### src/rtl/alu_pkg.sv
`default_nettype none
// ============================================================================
// Module      : alu_pkg
// Description : Shared ALU constants: datapath width, register-file defaults
//               and opcode encodings used by the ALU and its issue stage.
// Revision    : 1.0 - initial release
// ============================================================================
package alu_pkg;

    localparam int ALU_DW   = 32;
    localparam int ALU_NREG = 8;
    localparam int ALU_AW   = 3;

    typedef enum logic [3:0] {
        OP_ADD  = 4'd0,
        OP_ADC  = 4'd1,
        OP_SUB  = 4'd2,
        OP_SBC  = 4'd3,
        OP_AND  = 4'd4,
        OP_OR   = 4'd5,
        OP_XOR  = 4'd6,
        OP_NOT  = 4'd7,
        OP_MOV  = 4'd8,
        OP_SLL  = 4'd9,
        OP_SRL  = 4'd10,
        OP_SRA  = 4'd11
    } alu_op_e;

    // Opcodes above OP_SRA are pass-through and never return a result.
    function automatic logic op_writes_back(input logic [3:0] op);
        return op <= OP_SRA;
    endfunction

endpackage : alu_pkg
`default_nettype wire

### src/rtl/alu_regfile_2r1w.sv
`default_nettype none
// ============================================================================
// Module      : alu_regfile_2r1w
// Description : NREG x DW register file, two combinational read ports with
//               write-through bypass, one write port, synchronous clear.
// Revision    : 1.0 - initial release
// ============================================================================
module alu_regfile_2r1w
    import alu_pkg::*;
#(
    parameter int NREG = ALU_NREG,
    parameter int DW   = ALU_DW,
    parameter int AW   = ALU_AW
) (
    input  logic          clk,
    input  logic          rst,
    input  logic          we,
    input  logic [AW-1:0] waddr,
    input  logic [DW-1:0] wdata,
    input  logic [AW-1:0] raddr_a,
    output logic [DW-1:0] rdata_a,
    input  logic [AW-1:0] raddr_b,
    output logic [DW-1:0] rdata_b
);

    logic [DW-1:0] mem_q [NREG];
    logic [DW-1:0] mem_d [NREG];

    always_comb begin
        mem_d = mem_q;
        if (we && (int'(waddr) < NREG)) begin
            mem_d[waddr] = wdata;
        end
    end

    always_ff @(posedge clk) begin
        if (rst) begin
            for (int i = 0; i < NREG; i++) begin
                mem_q[i] <= '0;
            end
        end else begin
            mem_q <= mem_d;
        end
    end

    // A same-cycle write to the addressed register is forwarded to the reader.
    always_comb begin
        rdata_a = '0;
        rdata_b = '0;
        if (we && (waddr == raddr_a)) begin
            rdata_a = wdata;
        end else if (int'(raddr_a) < NREG) begin
            rdata_a = mem_q[raddr_a];
        end
        if (we && (waddr == raddr_b)) begin
            rdata_b = wdata;
        end else if (int'(raddr_b) < NREG) begin
            rdata_b = mem_q[raddr_b];
        end
    end

endmodule : alu_regfile_2r1w
`default_nettype wire

### src/rtl/alu_operand_fetch.sv
`default_nettype none
// ============================================================================
// Module      : alu_operand_fetch
// Description : ALU issue stage: operand read, RAW scoreboard, valid/ready
//               handshake and 1-entry output register; absorbs writeback.
// Revision    : 1.0 - initial release
// ============================================================================
module alu_operand_fetch
    import alu_pkg::*;
#(
    parameter int DW   = ALU_DW,
    parameter int NREG = ALU_NREG,
    parameter int AW   = ALU_AW
) (
    input  logic          clk,
    input  logic          rst,
    input  logic          in_valid,
    output logic          in_ready,
    input  logic [3:0]    in_op,
    input  logic [AW-1:0] in_rd,
    input  logic [AW-1:0] in_rs,
    input  logic          in_use_imm,
    input  logic [DW-1:0] in_imm,
    output logic          out_valid,
    input  logic          out_ready,
    output logic [3:0]    out_op,
    output logic [DW-1:0] out_tr,
    output logic [DW-1:0] out_sr,
    output logic [AW-1:0] out_rd,
    input  logic          wb_en,
    input  logic [AW-1:0] wb_rd,
    input  logic [DW-1:0] wb_data,
    input  logic          wb_cf,
    output logic          cf_q
);

    logic [NREG-1:0] pend_q, pend_d;
    logic            out_valid_q, out_valid_d;
    logic [3:0]      out_op_q, out_op_d;
    logic [DW-1:0]   out_tr_q, out_tr_d;
    logic [DW-1:0]   out_sr_q, out_sr_d;
    logic [AW-1:0]   out_rd_q, out_rd_d;
    logic            cf_d;

    logic [NREG-1:0] w_clr;
    logic [NREG-1:0] w_set;
    logic [NREG-1:0] w_pend_eff;
    logic            w_hazard;
    logic            w_accept;
    logic [DW-1:0]   w_rd_data;
    logic [DW-1:0]   w_rs_data;

    alu_regfile_2r1w #(
        .NREG (NREG),
        .DW   (DW),
        .AW   (AW)
    ) u_regfile (
        .clk     (clk),
        .rst     (rst),
        .we      (wb_en),
        .waddr   (wb_rd),
        .wdata   (wb_data),
        .raddr_a (in_rd),
        .rdata_a (w_rd_data),
        .raddr_b (in_rs),
        .rdata_b (w_rs_data)
    );

    for (genvar i = 0; i < NREG; i++) begin : g_pend
        assign w_clr[i] = wb_en    && (wb_rd == AW'(i));
        assign w_set[i] = w_accept && (in_rd == AW'(i));
    end

    // A register being written back this cycle no longer blocks its readers.
    assign w_pend_eff = pend_q & ~w_clr;
    assign w_hazard   = w_pend_eff[in_rd] | (!in_use_imm & w_pend_eff[in_rs]);
    assign in_ready   = (!out_valid_q | out_ready) & !w_hazard;
    assign w_accept   = in_valid & in_ready;

    always_comb begin
        pend_d      = w_pend_eff | w_set;
        out_valid_d = out_valid_q;
        out_op_d    = out_op_q;
        out_tr_d    = out_tr_q;
        out_sr_d    = out_sr_q;
        out_rd_d    = out_rd_q;
        cf_d        = wb_en ? wb_cf : cf_q;
        if (w_accept) begin
            out_valid_d = 1'b1;
            out_op_d    = in_op;
            out_tr_d    = w_rd_data;
            out_sr_d    = in_use_imm ? in_imm : w_rs_data;
            out_rd_d    = in_rd;
        end else if (out_ready) begin
            out_valid_d = 1'b0;
        end
    end

    always_ff @(posedge clk) begin
        if (rst) begin
            pend_q      <= '0;
            out_valid_q <= 1'b0;
            out_op_q    <= '0;
            out_tr_q    <= '0;
            out_sr_q    <= '0;
            out_rd_q    <= '0;
            cf_q        <= 1'b0;
        end else begin
            pend_q      <= pend_d;
            out_valid_q <= out_valid_d;
            out_op_q    <= out_op_d;
            out_tr_q    <= out_tr_d;
            out_sr_q    <= out_sr_d;
            out_rd_q    <= out_rd_d;
            cf_q        <= cf_d;
        end
    end

    assign out_valid = out_valid_q;
    assign out_op    = out_op_q;
    assign out_tr    = out_tr_q;
    assign out_sr    = out_sr_q;
    assign out_rd    = out_rd_q;

endmodule : alu_operand_fetch
`default_nettype wire

### config.mk
export PLATFORM = sky130hd
export DESIGN_NAME = alu_operand_fetch
export DESIGN_NICKNAME = d
export VERILOG_FILES = /design/src/rtl/alu_pkg.sv /design/src/rtl/alu_regfile_2r1w.sv /design/src/rtl/alu_operand_fetch.sv
export SDC_FILE = /design/constraint.sdc
export NUM_CORES = 1
export LEC_CHECK = 0
export CORE_UTILIZATION = 45
export CTS_CLUSTER_DIAMETER = 150
export DETAILED_ROUTE_END_ITERATION = 10
export GPL_TIMING_DRIVEN = 1
export SETUP_SLACK_MARGIN = 0.05
export SLEW_MARGIN = 20
export SYNTH_ARGS = -nofsm -noshare
export SYNTH_HDL_FRONTEND = slang
export SYNTH_HIERARCHICAL = 1
export SYNTH_SLANG_ARGS = --single-unit
### constraint.sdc
create_clock -name clk -period 4.3 [get_ports clk]
set_clock_uncertainty 0.1 [all_clocks]
set_input_delay 1.29 -clock clk [delete_from_list [all_inputs] [get_ports clk]]
set_output_delay 1.29 -clock clk [all_outputs]
set_load 0.05 [all_outputs]
==> metrics.md <==
| Metric | Value |
|---|---|
| DIE WIDTH | `201 um` |
| FF-to-FF setup slack | `1.86 ns` |
| CP Cell Sequence | `dlygate4sd2_1 > nand2_1 > o311ai_1 > o211a_4 > nand3_4 > inv_2 > buf_12` |
| Port Buffer Count | `157` |
| Hold path start | `u_regfile/mem_q[45]` |
| Design area | `20800 um^2` |
| Synth top area cells | `dfxtp_1 38%, mux4_2 16%, nand2_1 11%` |
| Fraction of final layout cells sized beyond drive strength 1 | `a little under a quarter` |
| Placed inst area | `19500 um^2` |
| Worst-path clk slew | `0.06 ns` |
| Routability cong. | `0.875` |
| Comb power frac | `15.0%` |
| Top-area cell type share of the netlist area | `38.0%` |
| Initial core utilization | `45.8%` |
| Die Area | `between 40000 and 50000 um^2` |
| Largest area contributor in the netlist | `dfxtp_1` |
| TritonRoute pass-1 iters | `7` |
| Post-Syn Area | `17800 um^2` |
| Hold WC Path Type | `reg2reg` |
| Required @ worst endpoint | `2.91 ns` |
| Seq/Total Area, Yosys | `a little under two fifths` |
| Leak Pwr | `approximately 7 nW` |
| Largest net degree at the start of global routing | `~190` |
| Rows | `72` |
| R2R depth | `7` |
| VDD IR-drop max | `around 0.00034 V` |
| Final worst setup slack | `between 0.2 and 0.25 ns` |
| Grt ovf | `0` |
| Vias per inst | `approximately 6.0` |
| Syn. warnings | `6` |
| Routed len/inst | `between 20 and 25 um` |
| MaxCap Viol Count | `0` |
| Htree depth | `2` |
| Final period utilization | `94.7%` |
| Hold endpoint | `u_regfile/mem_q[45]` |
| Setup violators final | `0` |
| First-pass GRT wire length | `88.6 mm` |
| Worst r2r dst | `out_sr[20]` |
| Maximum clock frequency | `between 200 and 250 MHz` |
| Register bit total from synthesis | `337` |
| Critical path's slowest cell | `dlygate4sd2_1` |
| Clock Path Buffers | `3` |
| Min Hold Slack | `0.363 ns` |
| WS Path Type | `in2out` |
| Mean cell area of the mapped netlist | `9.40 um^2` |
| RSZ-0062 raised after global routing | `no` |
| Synthesized netlist cell count | `approximately 1900` |
| Syn-to-layout area delta | `17.3%` |
| Hold Path Cell Cnt | `2` |
| CP Capture Type | `output pin` |
| Die Ht | `between 200 and 250 um` |
| Final net count | `2021` |
| Vias in the first global route | `14500` |
| Hpwl dp | `33.4 mm` |
| Slew margin rel. | `26.5%` |
| Arrival time of the worst setup path | `2.68 ns` |
| Clock power share | `a little over two fifths` |
| Switching Share | `26.8%` |
| R2R Path Start | `pend_q[3]` |
| Clock Latency Late Sink | `approximately 0.54 ns` |
| TritonCTS clock tree | `built` |
| Asr flop ratio synth | `0%` |
| TritonCTS Buffers | `38` |
| Syn Nets | `1973` |
| Hold buffers post-CTS | `0` |
| Core Region | `38800 um^2` |
| Critical Path Max Stage Delay | `about 0.4 ns` |
| Final Max Slew Viols | `0` |
| Post-synth EDFFs | `0` |
| Number of top-level pins | `158` |
| Flop pwr share | `~43%` |
| P_sw | `2.07 mW` |
| Nature of the critical path startpoint | `primary input` |
| Worst-Margin Slew | `1.10 ns` |
| Drt drc | `0` |
| Antenna-violating nets left | `0` |
| Most frequently used flop master after synthesis | `dfxtp_1` |
| Final Hold Fails | `0` |
| Routed vias | `14800` |
| PwrDens | `between 300 and 400 nW/um^2` |
| Post-layout min period | `between 4 and 5 ns` |
| Drt first-iter violations | `between 1000 and 1500` |
| DRT Wirelength | `58.1 mm` |
| Crit Path Max Fanout | `9` |
| Status | `finished clean` |
| Commonest non-fill, non-tap cell in the layout | `nand2_1` |
| Root buffer cell | `clkbuf_16` |
| Pre-CTS WS | `-0.114 ns` |
| All-Layer GR Usage | `~29%` |
| Layout filler cell count | `3494` |
| Initial antenna violation count | `1` |
| Clock sinks | `337` |
| Setup_tns | `0 ns` |
| Most frequent cells in the layout | `519 x nand2_1, 337 x dfxtp_1, 325 x a21oi_1` |
| Pint | `5.65 mW` |
| Synth unique cells | `just under 60` |
==> per-stage QoR <==
stage,power (mW),std cells,util [%]
final,7.71,2481,53.7
after global routing,7.98,2480,53.7
after CTS,7.76,2480,53.6
after detailed placement,4.50,2414,50.3
after global placement,4.48,2414,50.3
after floorplan,4.11,1889,-
==> power groups by stage <==
stage | Sequential, mW | Clock [mW] | Combinational [mW]
2_1_floorplan | 3.48 | 0 | 0.635
3_3_place_gp | 3.34 | 0 | 1.14
3_5_place_dp | 3.35 | 0 | 1.15
4_1_cts | 3.28 | 3.32 | 1.16
5_1_grt | 3.29 | 3.46 | 1.22
6_report | 3.28 | 3.27 | 1.16
==> critical path, delay by kind of cell <==
family,cells,cell delay [ns]
AOI/OAI and AO/OA,2,0.56
and+or+nand+nor,2,0.22
buffers and inverters,3,0.60
==> area by class of cell <==
cell class	count	area [um^2]	area share (%)
Tap cell	518	648	3.11
Clock buffer	58	1130	5.41
Inverter	4	15.0	0.0720
Timing Repair Buffer	222	2260	10.8
Clock inverter	7	116	0.558
Antenna cell	1	2.50	0.0120
Sequential cell	337	6750	32.4
Multi-Input combinational cell	1334	9930	47.6
==> layer usage <==
metal	part of all wire (%)	routed length [um]	track usage, %	up-vias
met5	0.022	13	0	-
li1	-	-	-	6785
met4	4.1	2400	12.1	2
met1	41	23700	37.3	7284
met2	48	27900	47.7	580
met3	7.1	4120	3.47	129
==> registers in the layout, summed over array words and instances (netlist names) <==
name and cells:
out_rd 3, out_op 4, out_tr 32, u_regfile/mem_q 256, out_sr 32, pend_q 8, out_valid 1, cf_q 1
==> kinds of logic after synthesis <==
| kind of cell | count (synthesis) | share of synthesized area, % |
|---|---|---|
| xor gates and xnor gates | 7 | 0.345 |
| AOI/OAI and AO/OA | 417 | 13.5 |
| and+or+nand+nor | 619 | 15.0 |
| buffers and inverters | 218 | 6.81 |
| muxes | 291 | 26.3 |
| DFF | 337 | 38.0 |
==> cells in the mapped netlist, types with 2 or more instances <==
library cell  instances
nand3b_1              2
buf_6                17
or2_2                 2
nor4b_2               2
nand4b_1              6
buf_2                57
o21ai_0              40
nor2b_1               3
nand4_1               6
clkbuf_2              5
a211oi_2             30
inv_1                 4
and3_1                2
o31ai_1               2
nor2_1                3
nor4bb_1              3
dfxtp_1             337
mux2i_1              34
xnor2_1               6
buf_4                 9
o2111ai_1             2
nand4bb_1             4
or4b_2                2
nor3b_1               2
and4b_1               4
buf_8                 5
clkbuf_1            110
mux4_2              128
a21oi_1             325
o32ai_1               6
mux2_2              128
a21oi_2               5
nand2_1             519
clkbuf_8              9
nand3_1              45
a211oi_1              2
==> worst max path at each step <==
stage	start	end	depth (start not counted)
after floorplan	in_use_imm	in_ready	7
after global placement	wb_rd[2]	in_ready	8
after detailed placement	wb_rd[2]	in_ready	8
after CTS	wb_rd[1]	in_ready	8
after global routing	wb_rd[2]	in_ready	9
final	wb_rd[2]	in_ready	7
==> what timing repair did <==
item,in CTS,in global routing
setup buffers,0,0
cloned,1,0
pin swaps,0,2
resized for setup,12,3
endpoints found under the setup margin,1,1
Power figures use the tool's default switching activity.
